$ cat src/rtl/axis_fifo_arbiter_if.sv
// FIFO-side and AXI-Stream-side signals of axis_fifo_arbiter; master = arbiter, slave = FIFOs + sink.
interface axis_fifo_arbiter_if #(
    parameter int N      = 4,
    parameter int DWIDTH = 16
);
    localparam int DEST_W = $clog2(N);

    logic [N-1:0]        fifo_empty;
    logic [N*DWIDTH-1:0] fifo_dout;
    logic [N-1:0]        fifo_rd_en;
    logic [DWIDTH-1:0]   m_axis_tdata;
    logic                m_axis_tvalid;
    logic                m_axis_tready;
    logic                m_axis_tlast;
    logic [DEST_W-1:0]   m_axis_tdest;

    modport master (
        input  fifo_empty, fifo_dout, m_axis_tready,
        output fifo_rd_en, m_axis_tdata, m_axis_tvalid, m_axis_tlast, m_axis_tdest
    );

    modport slave (
        output fifo_empty, fifo_dout, m_axis_tready,
        input  fifo_rd_en, m_axis_tdata, m_axis_tvalid, m_axis_tlast, m_axis_tdest
    );
endinterface

$ cat src/rtl/axis_fifo_arbiter.sv
// Drains N read-latency-1 FIFOs onto one AXIS port, up to BURST beats per packet; AXIS_ARB_FIXED_PRIO_EN selects fixed priority instead of round-robin.
// Latency 2 cycles rd_en to tvalid; tready low stalls a 2-entry output buffer and read issue is credit-limited so it never overflows.
module axis_fifo_arbiter #(
    parameter int N      = 4,
    parameter int DWIDTH = 16,
    parameter int BURST  = 8
) (
    input logic clk,
    input logic rst,
    axis_fifo_arbiter_if.master io_bus
);
    localparam int DEST_W = $clog2(N);
    localparam int CW     = $clog2(BURST + 1);

    typedef enum logic [1:0] {S_IDLE, S_XFER, S_DONE} state_t;

    typedef struct packed {
        logic [DWIDTH-1:0] dat;
        logic              last;
        logic [DEST_W-1:0] dest;
    } beat_t;

    state_t            r_state, w_state_nxt;
    logic [DEST_W-1:0] r_grant, r_last_grant, w_arb_idx;
    logic              w_arb_hit;
    logic [CW-1:0]     r_issued, r_beat_cnt;
    logic              r_inflight;
    beat_t             r_buf [2];
    logic              r_wptr, r_rptr;
    logic [1:0]        r_occ;
    logic              w_pop, w_issue, w_cap_last, w_credit, w_grant_empty;
    beat_t             w_cap;

    always_comb begin
        w_arb_hit = 1'b0;
        w_arb_idx = '0;
`ifdef AXIS_ARB_FIXED_PRIO_EN
        for (int i = N - 1; i >= 0; i--) begin
            if (!io_bus.fifo_empty[i]) begin
                w_arb_hit = 1'b1;
                w_arb_idx = DEST_W'(i);
            end
        end
`else
        // Descending scan so the nearest index after last_grant wins.
        for (int k = N; k >= 1; k--) begin
            if (!io_bus.fifo_empty[(int'(r_last_grant) + k) % N]) begin
                w_arb_hit = 1'b1;
                w_arb_idx = DEST_W'((int'(r_last_grant) + k) % N);
            end
        end
`endif
    end

    assign w_grant_empty = io_bus.fifo_empty[r_grant];
    assign w_pop         = io_bus.m_axis_tvalid && io_bus.m_axis_tready;
    assign w_credit      = ({1'b0, r_occ} + {2'b00, r_inflight}) < (3'd2 + {2'b00, w_pop});
    assign w_cap_last    = (r_beat_cnt == CW'(BURST - 1)) || w_grant_empty;
    assign w_issue       = !rst && (r_state == S_XFER) && !w_grant_empty && w_credit &&
                           (r_issued < CW'(BURST)) && !(r_inflight && w_cap_last);

    always_comb begin
        w_cap.dat  = io_bus.fifo_dout[int'(r_grant)*DWIDTH +: DWIDTH];
        w_cap.last = w_cap_last;
        w_cap.dest = r_grant;
    end

    always_comb begin
        io_bus.fifo_rd_en = '0;
        if (w_issue) io_bus.fifo_rd_en[r_grant] = 1'b1;
    end

    always_comb begin
        w_state_nxt = r_state;
        case (r_state)
            S_IDLE:  if (w_arb_hit) w_state_nxt = S_XFER;
            S_XFER:  if (r_inflight && w_cap_last) w_state_nxt = S_DONE;
            S_DONE:  w_state_nxt = S_IDLE;
            default: w_state_nxt = S_IDLE;
        endcase
    end

    always_ff @(posedge clk) begin
        if (rst) begin
            r_state      <= S_IDLE;
            r_grant      <= '0;
            r_last_grant <= DEST_W'(N - 1);
            r_issued     <= '0;
            r_beat_cnt   <= '0;
            r_inflight   <= 1'b0;
            r_buf[0]     <= '0;
            r_buf[1]     <= '0;
            r_wptr       <= 1'b0;
            r_rptr       <= 1'b0;
            r_occ        <= 2'd0;
        end else begin
            r_state    <= w_state_nxt;
            r_inflight <= w_issue;
            if (r_state == S_IDLE && w_arb_hit) begin
                r_grant    <= w_arb_idx;
                r_beat_cnt <= '0;
                r_issued   <= '0;
            end
            if (w_issue) r_issued <= r_issued + CW'(1);
            if (r_inflight) begin
                r_buf[r_wptr] <= w_cap;
                r_wptr        <= ~r_wptr;
                r_beat_cnt    <= r_beat_cnt + CW'(1);
            end
            if (w_pop) r_rptr <= ~r_rptr;
            r_occ <= r_occ + {1'b0, r_inflight} - {1'b0, w_pop};
            if (r_state == S_DONE) r_last_grant <= r_grant;
        end
    end

    assign io_bus.m_axis_tvalid = (r_occ != 2'd0);
    assign io_bus.m_axis_tdata  = r_buf[r_rptr].dat;
    assign io_bus.m_axis_tlast  = r_buf[r_rptr].last;
    assign io_bus.m_axis_tdest  = r_buf[r_rptr].dest;
endmodule

$ cat src/flat_wrapper.sv
// flat-port wrapper written by rule: the top's interface ports become plain ports
module axis_fifo_arbiter_flat 
#(
    parameter int N      = 4,
    parameter int DWIDTH = 16,
    parameter int BURST  = 8
)
  (clk, rst, io_bus_fifo_empty, io_bus_fifo_dout, io_bus_m_axis_tready, io_bus_fifo_rd_en, io_bus_m_axis_tdata, io_bus_m_axis_tvalid, io_bus_m_axis_tlast, io_bus_m_axis_tdest);
  axis_fifo_arbiter_if #(.N(N), .DWIDTH(DWIDTH)) io_bus_i ();
  input logic clk;
  input logic rst;
  input wire logic [$bits(io_bus_i.fifo_empty)-1:0] io_bus_fifo_empty;
  input wire logic [$bits(io_bus_i.fifo_dout)-1:0] io_bus_fifo_dout;
  input wire logic [$bits(io_bus_i.m_axis_tready)-1:0] io_bus_m_axis_tready;
  output wire logic [$bits(io_bus_i.fifo_rd_en)-1:0] io_bus_fifo_rd_en;
  output wire logic [$bits(io_bus_i.m_axis_tdata)-1:0] io_bus_m_axis_tdata;
  output wire logic [$bits(io_bus_i.m_axis_tvalid)-1:0] io_bus_m_axis_tvalid;
  output wire logic [$bits(io_bus_i.m_axis_tlast)-1:0] io_bus_m_axis_tlast;
  output wire logic [$bits(io_bus_i.m_axis_tdest)-1:0] io_bus_m_axis_tdest;
  assign io_bus_i.fifo_empty = io_bus_fifo_empty;
  assign io_bus_i.fifo_dout = io_bus_fifo_dout;
  assign io_bus_i.m_axis_tready = io_bus_m_axis_tready;
  assign io_bus_fifo_rd_en = io_bus_i.fifo_rd_en;
  assign io_bus_m_axis_tdata = io_bus_i.m_axis_tdata;
  assign io_bus_m_axis_tvalid = io_bus_i.m_axis_tvalid;
  assign io_bus_m_axis_tlast = io_bus_i.m_axis_tlast;
  assign io_bus_m_axis_tdest = io_bus_i.m_axis_tdest;
  axis_fifo_arbiter #(.N(N), .DWIDTH(DWIDTH), .BURST(BURST)) u_core (.clk(clk), .rst(rst), .io_bus(io_bus_i));
endmodule
$ cat config.mk
export PLATFORM = sky130hd
export DESIGN_NAME = axis_fifo_arbiter_flat
export DESIGN_NICKNAME = d
export VERILOG_FILES = /design/src/rtl/axis_fifo_arbiter_if.sv /design/src/rtl/axis_fifo_arbiter.sv /design/src/flat_wrapper.sv
export SDC_FILE = /design/constraint.sdc
export NUM_CORES = 1
export LEC_CHECK = 0
export ABC_AREA = 1
export CORE_MARGIN = 4
export CORE_UTILIZATION = 43
export DETAILED_ROUTE_END_ITERATION = 10
export GPL_TIMING_DRIVEN = 0
export PLACE_DENSITY = 0.77
export SYNTH_ARGS = -nofsm -noshare
export SYNTH_HDL_FRONTEND = slang
export SYNTH_SLANG_ARGS = --single-unit
$ cat constraint.sdc
create_clock -name clk -period 1.7 [get_ports clk]
set_input_delay 0.34 -clock clk [delete_from_list [all_inputs] [get_ports clk]]
set_output_delay 0.34 -clock clk [all_outputs]
set_load 0.01 [all_outputs]
==> results of run 1 <==
==> worst max-delay path, cell delays in order, from the launching register on <==
cell and delay, ns:
dfxtp_4 0.35, ha_4 0.16, ha_4 0.14, or2_4 0.24
nor2_4 0.09, nand3_2 0.10, nor2_4 0.16, nand2_8 0.10
nor3_4 0.13, buf_2 0.16
==> power groups by stage <==
| stage | sequential [mW] | clock (mW) | combinational [mW] |
|---|---|---|---|
| 3_3_place_gp | 1.78 | 0 | 1.73 |
| 2_1_floorplan | 1.77 | 0 | 1.06 |
| 3_5_place_dp | 1.79 | 0 | 1.77 |
| 5_1_grt | 1.79 | 1.28 | 2.46 |
| 4_1_cts | 1.76 | 1.20 | 2.15 |
| 6_report | 1.77 | 1.19 | 2.28 |
==> registers in the layout, indices dropped and copies added (netlist names), named ones only <==
register             flops
u_core.r_buf            38
u_core.r_beat_cnt        4
u_core.r_issued          4
u_core.r_grant           2
u_core.r_last_grant      2
u_core.r_occ             2
u_core.r_state           2
u_core.r_inflight        1
u_core.r_rptr            1
u_core.r_wptr            1
==> synth_stat cells (2+ instances only) <==
master     n
nand3_1   12
nand3_2    4
nor2_2     2
nand4_1    2
nand2_4    3
clkinv_2   2
a221oi_1  16
nand2_1   86
o21ai_2    2
dfxtp_1   20
mux2_2    19
o21ai_0    8
clkbuf_1   5
a21oi_2    7
edfxtp_1  38
buf_2      7
nand2_2   13
ha_1       6
inv_2      4
buf_6      2
nor2_1    47
nor3_1     3
a21oi_1   26
inv_1     22
==> timing repair <==
| action | 4_1_cts | 5_1_grt |
|---|---|---|
| cloned | 1 | 1 |
| pin swaps | 5 | 4 |
| endpoints found under the hold margin | 0 | 0 |
| hold buffers | 0 | 0 |
| resized for setup | 154 | 35 |
| setup endpoints to repair | 87 | 91 |
| setup buffers | 7 | 3 |
==> final cells by class <==
type	instances	area (sq um)	area share
Buffer	15	120	0.0242
Clock inverter	4	43.8	0.00883
Multi-Input combinational cell	265	1850	0.373
Timing Repair Buffer	103	1030	0.207
Inverter	29	114	0.0229
Sequential cell	58	1550	0.312
Clock buffer	12	135	0.0272
Tap cell	99	124	0.0250
==> metrics by stage <==
stage	setup TNS, ns	total power, mW
after global placement	-21.85	3.51
after CTS	-4.25	5.11
after floorplan	-0.339	2.83
after global routing	-4.36	5.54
after detailed placement	-24.83	3.57
final	-3.19	5.24
==> how the worst max path moves through the flow <==
stage | endpoint | slack, ns | cells after the start
3_3_place_gp | io_bus_fifo_rd_en[1] | -0.87 | 9
3_5_place_dp | io_bus_fifo_rd_en[1] | -0.88 | 9
5_1_grt | io_bus_fifo_rd_en[1] | -0.69 | 9
6_report | io_bus_fifo_rd_en[1] | -0.60 | 9
4_1_cts | io_bus_fifo_rd_en[1] | -0.68 | 9
2_1_floorplan | io_bus_fifo_rd_en[1] | -0.12 | 8
==> layer usage <==
layer | GRT usage | vias up | share of wire
li1 | - | 1479 | -
met2 | 0.396 | 112 | 0.51
met3 | 0.0733 | 13 | 0.10
met4 | 0.0493 | 0 | 0.010
met1 | 0.240 | 1429 | 0.38
met5 | 0 | - | 0
==> cells by family after synthesis <==
| group | Yosys count | share of synthesized area |
|---|---|---|
| compound gates | 60 | 0.122 |
| xor+xnor | 2 | 0.00541 |
| fa+ha+maj | 6 | 0.0232 |
| buf+inv | 45 | 0.0622 |
| flops | 58 | 0.476 |
| mux | 19 | 0.0660 |
| simple gates | 177 | 0.246 |
==> reports/results.tsv, run 1 <==
stage	metric	value	unit
layout	drive_above_1_share	0.309	
clock_tree	cts_sinks	58	
layout	final_cell_mix	nand2_1, clkdlybuf4s50_1, nor2_1	
route	drt-pass1-iter-count	4	
floorplanning	core	7290	sq um
floorplanning	initial_utilization	0.444	
synthesis	avgSynthCellArea	8.83	sq um
synthesis	ys.flop_type	edfxtp_1	
synthesis	synth_edf_count	38	
outcome	status	complete, but fails checks	
route	via_count	3033	
global_route	antenna_found_initial	0	
floorplanning	ioPinCount	95	
setup_path	reg2reg_depth	12	
layout	final_common_cell	nand2_1	
power_and_ir_drop	power.leakage	2.03	nW
placed_design	dp_hpwl	6.70	mm
layout	finalInstanceArea	4960	sq um
synthesis	synth_area	3240	sq um
global_route	grt_pass1_wl	14.9	mm
placed_design	dp_cells	559	
layout	area_growth	53.1	%
floorplanning	die_w	94.8	um
job	cap_violations	0	
sta	setup_violations	14	
setup_path	r2r_slack	-0.20	ns
setup_path	cp_max_fo	5	
setup_path	cp_data_arrival_time	1.96	ns
sta	whs	0.221	ns
setup_path	worst-endpoint-required	1.36	ns
power_and_ir_drop	combPwrFrac	0.435	
sta	rsz0062_at_grt	yes	
route	drc_errors	0	
power_and_ir_drop	seqPwrFrac	0.339	
layout	antenna_cells	0	
layout	final_cells	585	
synthesis	yosysSeqAreaShare	0.476	
clock_tree	clock_path_buffers	2	
synthesis	synth.top_cell.area_share	0.352	
sta	period_needed	2.30	ns
clock_tree	clkSlewWorstSetupHoldPaths	0.06	ns
sta	fin_ws	-0.596	ns
layout	utilization	0.681	
power_and_ir_drop	max-vdd-ir-drop	0.983	mV
power_and_ir_drop	p_sw_frac	0.342	
sta	hold_viol_final	0	
sta	max_freq	0.435	GHz
synthesis	synth-seq-cells	58	
synthesis	yosysTopAreaCell	edfxtp_1	
clock_tree	cts_max_level	3	
clock_tree	tritoncts	done	
route	routed_wl	9.80	mm
clock_tree	clk_latency	0.33	ns
power_and_ir_drop	clockPowerShare	0.226	
setup_path	start_kind	register	
route	drtIter0Drc	131	
power_and_ir_drop	power_density	1060	nW/um^2
global_route	grt_start_max_net_pins	20	
setup_path	crit_path_end_kind	output port	
min_path	hold_depth	2	
clock_tree	cts_buffers	9	
min_path	hp-start	rst	
power_and_ir_drop	p_int	3.45	mW
placed_design	gp_congestion	0.776	
sta	fin_crit_sh	1.35	
power_and_ir_drop	switchingPower	1.79	mW
synthesis	synth_cell_types	35	
layout	nets	558	
synthesis	synthTopCellsByArea	edfxtp_1, dfxtp_1, nand2_1, mux2_2, nor2_1	
min_path	min_path_type	input pin to register	
global_route	first_global_vias	3107	
setup_path	r2r-start	u_core.r_inflight	
min_path	holdPathEnd	u_core.r_issued[2]	
synthesis	async_flop_share	0	
synthesis	syn-num-nets	444	
route	drt-vias-per-instance	5.18	
setup_path	critPathKind	register to output port	
floorplanning	dieArea	8990	sq um
placed_design	place_ws	-0.880	ns
route	avgRoutedWirePerCell	16.8	um
setup_path	worstReg2RegEnd	u_core.r_issued[0]	
route	ant_nets	0	
synthesis	syn_inst	367	
placed_design	place_area	4370	sq um
synthesis	yosys_warnings	0	
setup_path	critical_path.startpoint	u_core.r_inflight	
floorplanning	rows	31	
sta	finalClockSkew	0.00980	ns
clock_tree	root_buffer	clkbuf_8	
outcome	violations	negative setup slack	
global_route	grt_usage	0.216	
sta	maxSlewViolCount	0	
sta	tightest_slew	0.942	ns
layout	final.fill_count	545	
floorplanning	die_h	94.8	um
global_route	gr-total-overflow	0	
placed_design	port_buffers	93	
sta	relSlewSlack	0.372	
No activity file was read; power rests on OpenSTA's default activity.
==> run 2: changes to the inputs <==
--- a/config.mk
+++ b/config.mk
@@ -7,10 +7,12 @@
 export LEC_CHECK = 0
 export ABC_AREA = 1
 export CORE_MARGIN = 4
-export CORE_UTILIZATION = 43
+export CORE_UTILIZATION = 57
 export DETAILED_ROUTE_END_ITERATION = 10
+export DONT_BUFFER_PORTS = 1
 export GPL_TIMING_DRIVEN = 0
-export PLACE_DENSITY = 0.77
+export PLACE_DENSITY = 0.75
+export SLEW_MARGIN = 10
 export SYNTH_ARGS = -nofsm -noshare
 export SYNTH_HDL_FRONTEND = slang
 export SYNTH_SLANG_ARGS = --single-unit
==> run 2 against run 1 <==
Effect of this change: the run still ends with negative setup slack left; worst hold slack got worse by 0.0084 ns; cell area decreased by 23%; combinational power fell by 32%; worst setup slack better by 0.018 ns; fmax rose by 0.78%; non-clock buffer count fell by 96; via count down 12%; highest routed layer unchanged.
==> reports/results.tsv, run 2 (synthesis results as in run 1) <==
stage	metric	value	unit	change
outcome	status	complete, but fails checks		
outcome	violations	negative setup slack		
sta	rsz0062_at_grt	yes		
sta	relSlewSlack	0.434		+0.0618
placed_design	gp_congestion	0.865		+11%
layout	area_growth	17.8	%	
global_route	grt_start_max_net_pins	20		unchanged
layout	utilization	0.693		+0.0125
setup_path	critical_path.startpoint	u_core.r_inflight		
clock_tree	clk_latency	0.34	ns	about the same
layout	regMostFlops	u_core.r_buf		
layout	nets	461		-17%
clock_tree	cts.hold.buffers_added	0		unchanged
clock_tree	cts_sinks	58		unchanged
route	via_count	2665		-12%
route	drc_errors	0		unchanged
job	cap_violations	0		unchanged
layout	final_cell_mix	nand2_1, nor2_1, edfxtp_1		
sta	period_needed	2.28	ns	-0.0178 ns
clock_tree	cts_max_level	3		unchanged
layout	antenna_cells	0		unchanged
sta	tns	-3.26	ns	-0.0716 ns
floorplanning	core	5510	sq um	-24%
power_and_ir_drop	finalPower	4.57	mW	-13%
route	avgRoutedWirePerCell	17.1	um	+2.1%
layout	final_common_cell	nand2_1		
min_path	hold_depth	2		unchanged
setup_path	worstReg2RegEnd	u_core.r_issued[0]		
route	drtIter0Drc	211		+61%
floorplanning	ioPinCount	95		unchanged
placed_design	dp_hpwl	5.48	mm	-18%
sta	setup_violations	10		-4
sta	tightest_slew	0.850	ns	-0.0927 ns
layout	final.fill_count	427		-22%
global_route	gr-total-overflow	0		unchanged
layout	largest_reg_flops	38		unchanged
clock_tree	clock_path_buffers	2		unchanged
floorplanning	die_w	83.4	um	-12%
sta	maxSlewViolCount	0		unchanged
route	routed_wl	7.89	mm	-20%
sta	fin_crit_sh	1.34		-0.0105
route	drt-vias-per-instance	5.78		+12%
power_and_ir_drop	max-vdd-ir-drop	0.650	mV	-34%
sta	max_freq	0.439	GHz	+0.78%
clock_tree	root_buffer	clkbuf_8		
global_route	antenna_found_initial	0		unchanged
route	drt-pass1-iter-count	4		unchanged
placed_design	dp_cells	439		-21%
setup_path	start_kind	register		
sta	hold_viol_final	0		unchanged
setup_path	worstSetupEndpoint	io_bus_fifo_rd_en[2]		
floorplanning	dieArea	6960	sq um	-23%
clock_tree	clkSlewWorstSetupHoldPaths	0.06	ns	about the same
setup_path	cp_max_fo	5		unchanged
layout	reg.largest.list	u_core.r_buf: 38 flops, u_core.r_beat_cnt: 4 flops, u_core.r_issued: 4 flops		
min_path	min_path_type	input pin to register		
sta	finalClockSkew	0.0120	ns	+0.00221 ns
global_route	first_global_vias	2574		-17%
clock_tree	cts_buffers	9		unchanged
setup_path	r2r-start	u_core.r_inflight		
layout	drive_above_1_share	0.301		-0.00787
route	ant_nets	0		unchanged
floorplanning	die_h	83.4	um	-12%
setup_path	cp_data_arrival_time	1.94	ns	-0.02 ns
sta	fin_ws	-0.578	ns	+0.0178 ns
layout	final_cells	461		-21%
floorplanning	initial_utilization	0.589		+0.144
placed_design	port_buffers	0		-100%
setup_path	worst-endpoint-required	1.36	ns	about the same
power_and_ir_drop	power.leakage	1.56	nW	-23%
setup_path	critPathKind	register to output port		
power_and_ir_drop	power_density	1200	nW/um^2	+14%
setup_path	reg2reg_depth	12		unchanged
floorplanning	rows	27		-13%
clock_tree	tritoncts	done		
setup_path	crit_path_end_kind	output port		
global_route	grt_usage	0.229		+0.0128
setup_path	r2r_slack	-0.29	ns	-0.09 ns
global_route	grt_pass1_wl	12.6	mm	-16%
## run 2: cell types whose count changed in the layout (fill, tap and decap cells not counted), moves of 7 or more
cell / previous run / this run
mux2_2: 8 / 19
buf_2: 9 / 2
a221oi_4: 8 / 1
clkdlybuf4s50_1: 69 / 0
mux2_4: 11 / 0
buf_6: 21 / 5
a221oi_2: 3 / 10
## run 2: final cells by class
class | instances | area, sq um | area share
Inverter | 29 | 114 | 0.0298
Clock buffer | 11 | 141 | 0.0370
Clock inverter | 5 | 53.8 | 0.0141
Sequential cell | 58 | 1550 | 0.405
Multi-Input combinational cell | 264 | 1690 | 0.442
Tap cell | 72 | 90.1 | 0.0236
Buffer | 16 | 121 | 0.0318
Timing Repair Buffer | 6 | 61.3 | 0.0161
## run 2: worst min-delay path by stage
stage / end / slack, ns / from
floorplan: register / 0.43 / u_core.r_rptr
detailed placement: u_core.r_rptr / 0.44 / u_core.r_rptr
global route: u_core.r_issued[2] / 0.20 / rst
CTS: u_core.r_issued[3] / 0.20 / rst
finish: u_core.r_issued[3] / 0.21 / rst
global placement: u_core.r_rptr / 0.44 / u_core.r_rptr
## run 2: where the power goes
group	switching (mW)	internal, mW	leakage [nW]
logic	0.952	0.609	0.911
registers	0.0962	1.66	0.558
clock network	0.544	0.709	0.0930
total	1.59	2.98	1.56
## run 2: timing repair
item                       CTS  global route
setup buffers                4             2
gates resized for setup     22            15
hold endpoints to repair     0             0
cloned                       0             0
pin swaps                    1             1
setup endpoints to repair   75            71
## run 2: worst max-delay path, cell delays in order, from the launching register on
cell,delay (ns)
dfxtp_4,0.35
ha_4,0.16
ha_4,0.14
or2_1,0.22
nor2_1,0.14
nand3_1,0.13
nor2_4,0.17
nand2_8,0.10
nor3_4,0.21
## run 2: per-layer routing
layer	vias up	wire length [um]	global-route usage
met5	-	0	0
met4	0	104	0.0669
met3	10	457	0.0615
met2	104	3990	0.394
met1	1269	3330	0.280
li1	1282	-	-
## run 2: through the flow
stage / cell area (sq um) / setup slack [ns] / hold slack, ns
2_1_floorplan: 3310 / -0.125 / 0.426
3_3_place_gp: 3400 / -0.362 / 0.437
3_5_place_dp: 3400 / -0.387 / 0.444
4_1_cts: 3740 / -0.533 / 0.195
5_1_grt: 3820 / -0.710 / 0.201
6_report: 3820 / -0.578 / 0.213
==> run 3: changes to the inputs <==
--- a/config.mk
+++ b/config.mk
@@ -7,11 +7,11 @@
 export LEC_CHECK = 0
 export ABC_AREA = 1
 export CORE_MARGIN = 4
-export CORE_UTILIZATION = 57
+export CORE_UTILIZATION = 50
 export DETAILED_ROUTE_END_ITERATION = 10
 export DONT_BUFFER_PORTS = 1
 export GPL_TIMING_DRIVEN = 0
-export PLACE_DENSITY = 0.75
+export PLACE_DENSITY = 0.68
 export SLEW_MARGIN = 10
 export SYNTH_ARGS = -nofsm -noshare
 export SYNTH_HDL_FRONTEND = slang
==> run 3 against run 2 <==
Effect of this change: the flow still finishes with violations (negative setup slack); clock skew down 0.0068 ns; clock power is 38% higher; global-route usage fell by 1.6 points; sequential power is essentially flat; routed wire length grew 1.5%; fmax increased by 5.3%; first-iteration DRC count is 23% lower; core utilization down 5.4 points; critical endpoint is now io_bus_fifo_rd_en[1].
==> reports/results.tsv, run 3 (synthesis results as in run 1) <==
stage	metric	value	unit	change
outcome	status	complete, but fails checks		
outcome	violations	negative setup slack		
sta	max_freq	0.462	GHz	+5.3%
layout	largest_reg_flops	38		unchanged
sta	finalClockSkew	0.00525	ns	-0.00677 ns
floorplanning	die_h	88.5	um	+6.1%
layout	nets	466		+1.1%
global_route	first_global_vias	2602		+1.1%
floorplanning	core	6310	sq um	+15%
sta	hold_viol_final	0		unchanged
clock_tree	cts_buffers	9		unchanged
layout	area_growth	24.5	%	
power_and_ir_drop	max-vdd-ir-drop	0.724	mV	+12%
placed_design	place_area	3410	sq um	+0.18%
placed_design	dp_hpwl	5.55	mm	+1.2%
floorplanning	die_w	88.5	um	+6.1%
clock_tree	tritoncts	done		
setup_path	r2r-start	u_core.r_inflight		
floorplanning	rows	29		+7.4%
route	drc_errors	0		unchanged
sta	period_needed	2.16	ns	-0.114 ns
floorplanning	ioPinCount	95		unchanged
sta	tightest_slew	0.903	ns	+0.0537 ns
sta	setup_violations	9		-1
layout	final_common_cell	nand2_1		
setup_path	critPathKind	register to output port		
layout	drive_above_1_share	0.325		+0.0241
route	drtIter0Drc	163		-23%
sta	rsz0062_at_grt	yes		
layout	regMostFlops	u_core.r_buf		
route	drt-pass1-iter-count	5		+1
setup_path	cp_data_arrival_time	1.82	ns	-0.12 ns
global_route	gr-total-overflow	0		unchanged
min_path	hp-start	rst		
global_route	top_usage_layer	met2		
route	ant_nets	0		unchanged
route	routed_wl	8.01	mm	+1.5%
clock_tree	clock_path_buffers	2		unchanged
setup_path	worst-endpoint-required	1.36	ns	about the same
global_route	grt_util_met3	0.0438		-0.0177
sta	maxSlewViolCount	0		unchanged
setup_path	reg2reg_depth	14		+2
placed_design	gp_congestion	0.775		-10%
route	via_count	2666		+0.038%
layout	reg.largest.list	u_core.r_buf: 38 flops, u_core.r_beat_cnt: 4 flops, u_core.r_issued: 4 flops		
setup_path	critical_path.startpoint	u_core.r_inflight		
clock_tree	cts_sinks	58		unchanged
sta	fin_ws	-0.464	ns	+0.114 ns
clock_tree	cts_max_level	3		unchanged
global_route	grt_usage	0.212		-0.0164
min_path	min_path_type	input pin to register		
min_path	hold_depth	2		unchanged
route	avgRoutedWirePerCell	17.0	um	-0.65%
job	cap_violations	0		unchanged
placed_design	port_buffers	0		unchanged
sta	fin_crit_sh	1.27		-0.0673
route	drt-vias-per-instance	5.66		-2.1%
global_route	grt_pass1_wl	12.4	mm	-0.99%
clock_tree	clkSlewWorstSetupHoldPaths	0.07	ns	about the same
floorplanning	dieArea	7830	sq um	+13%
clock_tree	root_buffer	clkbuf_8		
power_and_ir_drop	power.leakage	1.63	nW	+4.1%
floorplanning	initial_utilization	0.513		-0.0752
power_and_ir_drop	power_density	1290	nW/um^2	+7.4%
layout	antenna_cells	0		unchanged
clock_tree	cts.hold.buffers_added	0		unchanged
layout	utilization	0.639		-0.0541
global_route	antenna_found_initial	0		unchanged
layout	final_cell_mix	nand2_1, nor2_1, edfxtp_1		
global_route	grt_start_max_net_pins	20		unchanged
setup_path	cp_max_fo	5		unchanged
clock_tree	clk_latency	0.33	ns	about the same
layout	finalInstanceArea	4030	sq um	+5.7%
sta	relSlewSlack	0.398		-0.0358
setup_path	crit_path_end_kind	output port		
setup_path	start_kind	register		
global_route	met2_usage	0.369		-0.0252
global_route	met1_usage	0.259		-0.0206
run 3: cell types whose count changed in the layout (fill, tap and decap cells not counted), sizes merged:
cell,change
clkbuf,-3
inv,-1
bufinv,+3
clkinv,-1
nand2,+1
buf,+7
clkinvlp,-1
run 3: where the power goes:
part | internal, mW | switching, mW
combinational | 0.696 | 1.01
sequential | 1.67 | 0.100
clock | 1.16 | 0.555
run 3: per-stage QoR:
step | TNS, ns | worst slack [ns] | power, mW | cells | hold WS, ns
after global routing | -4.71 | -0.578 | 5.47 | 471 | 0.199
after global placement | -15.13 | -0.340 | 3.10 | 444 | 0.437
after detailed placement | -15.17 | -0.376 | 3.14 | 444 | 0.451
after floorplan | -0.339 | -0.125 | 2.83 | 367 | 0.426
final | -3.54 | -0.464 | 5.19 | 471 | 0.216
after CTS | -4.01 | -0.525 | 5.09 | 468 | 0.198
run 3: final timing paths:
kind | end | slack, ns
hold reg to reg | u_core.r_rptr | 0.45
setup / recovery | io_bus_fifo_rd_en[1] | -0.46
hold / removal | u_core.r_issued[2] | 0.22
setup reg to reg | u_core.r_issued[0] | -0.41
run 3: worst max-delay path, stage by stage (launching register included):
cell and delay (ns):
dfxtp_4 0.35, ha_4 0.16, ha_4 0.14, or2_1 0.20
nor2_1 0.09, nand3_1 0.12, nor2_4 0.18, nand2_8 0.10
nor3_4 0.16
run 3: cell type report:
type	instances	area [sq um]
fill	521	2280
tap	77	96.3
timing repair buffer	10	98.8
clock buffer	11	141
clock inverter	5	125
sequential	58	1550
inverter	29	118
multi-input combinational	265	1780
buffer	16	125
run 3: what timing repair did:
item	CTS	global route
gates resized for setup	31	28
pin swaps	5	2
setup buffers	9	4
gates cloned	0	1
endpoints found under the setup margin	75	58
run 3: layer usage:
layer	share of wire	up-vias	wire [um]
li1	-	1299	-
met1	0.41	1271	3290
met3	0.074	15	594
met2	0.50	81	3960
met5	0	-	0
met4	0.020	0	159
